### config.mk
export PLATFORM = sky130hd
export DESIGN_NAME = wavegen_top
export DESIGN_NICKNAME = d
export VERILOG_FILES = /design/src/rtl/wavegen_top.sv
export SDC_FILE = /design/constraint.sdc
export NUM_CORES = 1
export LEC_CHECK = 0
export CORE_MARGIN = 4
export CORE_UTILIZATION = 50
export CTS_BUF_LIST = sky130_fd_sc_hd__clkbuf_4 sky130_fd_sc_hd__clkbuf_8 sky130_fd_sc_hd__clkbuf_16
export CTS_CLUSTER_SIZE = 20
export DETAILED_ROUTE_END_ITERATION = 10
export GPL_ROUTABILITY_DRIVEN = 0
export MAX_ROUTING_LAYER = met4
export PLACE_DENSITY_LB_ADDON = 0.05
export SLEW_MARGIN = 40
export SYNTH_ARGS = -nofsm -noshare
export SYNTH_HDL_FRONTEND = slang
export SYNTH_SLANG_ARGS = --single-unit
### constraint.sdc
create_clock -name clk -period 4.95 [get_ports clk]
set_input_delay 0.7425 -clock clk [delete_from_list [all_inputs] [get_ports clk]]
set_output_delay 0.7425 -clock clk [all_outputs]
set_load 0.1 [all_outputs]
### src/rtl/wavegen_top.sv
// Programmable-rate waveform generator: a divisor-driven tick advances an
// 8-bit phase, which is shaped into sawtooth/triangle/square/inverse-saw.
module wavegen_top #(
  parameter int unsigned DIV_W = 10,
  parameter int unsigned OUT_W = 8
) (
  input  logic             clk,
  input  logic             rst,
  input  logic             init,
  input  logic             start,
  input  logic [DIV_W-1:0] SW,
  input  logic             mode,
  input  logic             sel,
  output logic [OUT_W-1:0] out
);

  typedef enum logic {
    STOPPED,
    RUNNING
  } state_t;

  state_t state, state_next;

  logic [DIV_W-1:0] div;
  logic [DIV_W-1:0] cnt;
  logic [OUT_W-1:0] phase;
  logic [OUT_W-1:0] shape;
  logic             running;
  logic             tick;

  // Control: init stops the generator and dominates start.
  always_ff @(posedge clk) begin
    if (!rst) state <= STOPPED;
    else      state <= state_next;
  end

  always_comb begin
    state_next = state;
    if (init)       state_next = STOPPED;
    else if (start) state_next = RUNNING;
  end

  assign running = (state == RUNNING);
  assign tick    = running && (cnt == '1);

  // Datapath: counter reloads from div on each tick, so the tick period is
  // 2**DIV_W - div cycles.
  always_ff @(posedge clk) begin
    if (!rst) begin
      div   <= '0;
      cnt   <= '0;
      phase <= '0;
      out   <= '0;
    end else begin
      if (init) begin
        div   <= SW;
        cnt   <= SW;
        phase <= '0;
      end else if (running) begin
        if (tick) begin
          cnt   <= div;
          phase <= phase + 1'b1;
        end else begin
          cnt   <= cnt + 1'b1;
        end
      end
      out <= shape;
    end
  end

  always_comb begin
    shape = phase;
    case ({sel, mode})
      2'b00: shape = phase;
      2'b01: shape = phase[OUT_W-1] ? ~{phase[OUT_W-2:0], 1'b0}
                                    :  {phase[OUT_W-2:0], 1'b0};
      2'b10: shape = phase[OUT_W-1] ? '1 : '0;
      2'b11: shape = ~phase;
      default: shape = phase;
    endcase
  end

endmodule

==> summary.md <==
| Metric | Value |
|---|---|
| Status | completed |
| Synthesized area per cell | 8.52 µm² |
| WL per Instance | 14.7 µm |
| Via density per instance | between 5 and 6 |
| Async SR Flop Fraction | 0% |
| Leak pwr | 0.978 nW |
| Clk slew on worst S/H paths | around 80 ps |
| Fmax | 0.452 GHz |
| CTS root buffer | clkbuf_8 |
| Sw frac | 24.3% |
| Clock Power Share | between 40% and 50% |
| Vias in the first global route | around 1600 |
| Critical path cell sequence | ha_1 -> and4_1 -> nand4_1 -> or3_1 -> a21oi_1 |
| Worst min-delay path category | register to register |
| Crit path required time | 5170 ps |
| Final setup viols | 0 |
| Max clock buf depth | 2 |
| Final Skew | 6.32 ps |
| FF+latch count, synth | 37 |
| IO Count | 24 |
| Routed WL | 4290 µm |
| Die ar. | 5020 µm² |
| Clk sinks | 37 |
| Worst VDD drop | ~0.00016 V |
| Final hold violations | 0 |
| DP Area | ~2100 µm² |
| P&R area growth vs syn | 14.2% |
| Sequential Power Share | ~45% |
| Synth warn | 0 |
| Hold buffers post-CTS | 0 |
| Critical path buffers and inverters | 0 |
| Total iterations of the first detailed-routing run | 4 |
| Synth unique cells | 39 |
| Routed vias | 1665 |
| Proportion of layout cells with a drive suffix above 1 | 9.43% |
| Cell internal pwr | 0.000544 W |
| Final std cell area, no fill | 2260 µm² |
| Sw power | roughly 0.00017 W |
| Slowest stage delay, CP | 520 ps |
| Drt drc | 0 |
| First-pass GRT wire length | 7120 µm |
| Power density cells | 318 nW/µm² |
| Logic pwr share | 11.7% |
| Critical setup path kind | register to register |
| Final period util | 44.7% |
| Final min period | 2210 ps |
| Max_cap viols | 0 |
| CTS resizes | 0 |
| Worst rel slew slack | between 50% and 60% |
| Antenna Nets Post-Route | 0 |
| CTS tree | yes |
| TritonCTS Buffers | 5 |
| Crit-path slowest cell | or3_1 |
| Layout Nets | 261 |
| Worst path top cell family by delay | simple AND/OR/NAND/NOR gates |
| Gr usage total | 18.1% |
| Ys flop type | dfxtp_1 |
| Synthesized Nets | 250 |
| Final setup TNS | 0 ps |
| Grt total ovfl | 0 |
| CP arrival | roughly 2400 ps |
| Seq/Total Area, Yosys | a little under two fifths |
| Latest clock arrival within the worst-skew pair | ~290 ps |
| Dpl hpwl | 2980 µm |
| Number of H-tree levels | 2 |
| Chip Width | 70.9 µm |
| First DRT Iteration DRCs | 101 |
| Netlist Area Pre-Place | 1980 µm² |
| Setup crit end kind | register |
| CORE AREA | 3740 µm² |
| Worst-path maximum fanout | 12 |
| Largest net degree at the start of global routing | 31 |
| Least-Margin Pin Slew | 619 ps |
| Critical path startpoint category | register |
| # diodes | 0 |
| Die Y | 70.9 µm |
| Initial Util | 52.8% |
| Initial antenna violation count | 0 |
| # Post-CTS Setup Buffers | 0 |
| Max Slew Vio Count | 0 |
| Post-synth EDFFs | 0 |
| I/O Buffers | 23 |
| Gate count of the mapped netlist | ~230 |
| Num rows | 22 |
| RSZ-0062 raised after global routing | false |
[layer usage]
layer / GRT usage [%] / vias to the layer above / wire (µm)
met5: - / - / 0
met4: 6.05 / 0 / 59
met3: 4.97 / 9 / 189
met2: 30.3 / 38 / 2070
met1: 20.8 / 778 / 1980
li1: - / 840 / -
[power groups by stage]
stage	Combinational (W)	Sequential (W)	Clock, W
global route	0.0000920	0.000324	0.000327
global placement	0.0000851	0.000328	0
floorplan	0.0000446	0.000343	0
finish	0.0000844	0.000322	0.000312
detailed placement	0.0000844	0.000328	0
CTS	0.0000848	0.000322	0.000317
[cells in the mapped netlist, types with 4 or more instances]
| master | count | area [µm²] |
|---|---|---|
| nor2b_1 | 16 | 100 |
| xnor2_1 | 4 | 35.0 |
| a22o_1 | 7 | 61.3 |
| buf_2 | 5 | 25.0 |
| o21ai_0 | 8 | 40.0 |
| dfxtp_1 | 37 | 741 |
| a31oi_1 | 4 | 25.0 |
| a21oi_1 | 15 | 75.1 |
| nand4_1 | 4 | 25.0 |
| xor2_1 | 7 | 61.3 |
| a221oi_1 | 6 | 52.6 |
| clkbuf_1 | 11 | 41.3 |
| nor2_1 | 26 | 97.6 |
| and2_1 | 8 | 50.1 |
| nand2_1 | 20 | 75.1 |
| mux2i_1 | 11 | 110 |
| and4_1 | 6 | 52.6 |
[kinds of logic (layout without fill, tap and decap cells)]
logic type	after synthesis	in the layout	share of synthesized area, %
AOI/OAI and AO/OA	54	54	19.0
xor gates and xnor gates	11	11	4.87
adders and majority gates	3	3	1.77
buffers and inverters	22	34	5.32
DFF	37	37	37.5
muxes	13	13	6.90
and+or+nand+nor	92	92	24.7
[cell type report]
class	count	area, µm²
Tap cell	48	60.1
Timing Repair Buffer	23	180
Clock inverter	3	65.1
Fill cell	358	1490
Clock buffer	5	68.8
Inverter	3	11.3
Multi-Input combinational cell	173	1130
Sequential cell	37	741
[flip-flops by register name, summed over array words and instances (netlist names)]
name / cells
div: 10
phase: 8
running: 1
cnt: 10
out: 8
[worst reg2reg max path: cells and delay by family, from the launching register on]
kind | cells | cell delay (ps)
fa+ha+maj | 1 | 300
flops | 1 | 420
compound gates | 1 | 140
simple gates | 3 | 1300
[layout by cell type (no fill, tap or decap), types with 4 or more instances in the layout]
| cell | instances |
|---|---|
| a21oi_1 | 15 |
| a221oi_1 | 6 |
| a22o_1 | 7 |
| a31oi_1 | 4 |
| and2_1 | 8 |
| and4_1 | 6 |
| buf_2 | 10 |
| clkbuf_8 | 5 |
| clkdlybuf4s50_1 | 13 |
| dfxtp_1 | 37 |
| mux2i_1 | 11 |
| nand2_1 | 20 |
| nand4_1 | 4 |
| nor2_1 | 26 |
| nor2b_1 | 16 |
| o21ai_0 | 8 |
| xnor2_1 | 4 |
| xor2_1 | 7 |
[final timing paths]
path                            startpoint        to  slack [ps]  cells past startpoint
worst max register to register      cnt[0]  phase[3]        2740                      5
worst max-delay path                cnt[0]  phase[3]        2740                      5
worst min register to register      div[6]    div[6]         520                      2
worst min-delay path                div[6]    div[6]         520                      2
[through the flow]
stage | util (%) | worst slack, ps | cells | total power, W | hold slack (ps)
after floorplan | - | 3270 | 232 | 0.000388 | 452
after global placement | 58.1 | 2120 | 284 | 0.000413 | 496
after detailed placement | 56.9 | 1970 | 284 | 0.000413 | 510
after CTS | 60.4 | 2270 | 292 | 0.000723 | 531
after global routing | 60.3 | 2550 | 292 | 0.000742 | 553
final | 60.3 | 2740 | 292 | 0.000719 | 522
Note: power is estimated with default switching activity, not from simulation.
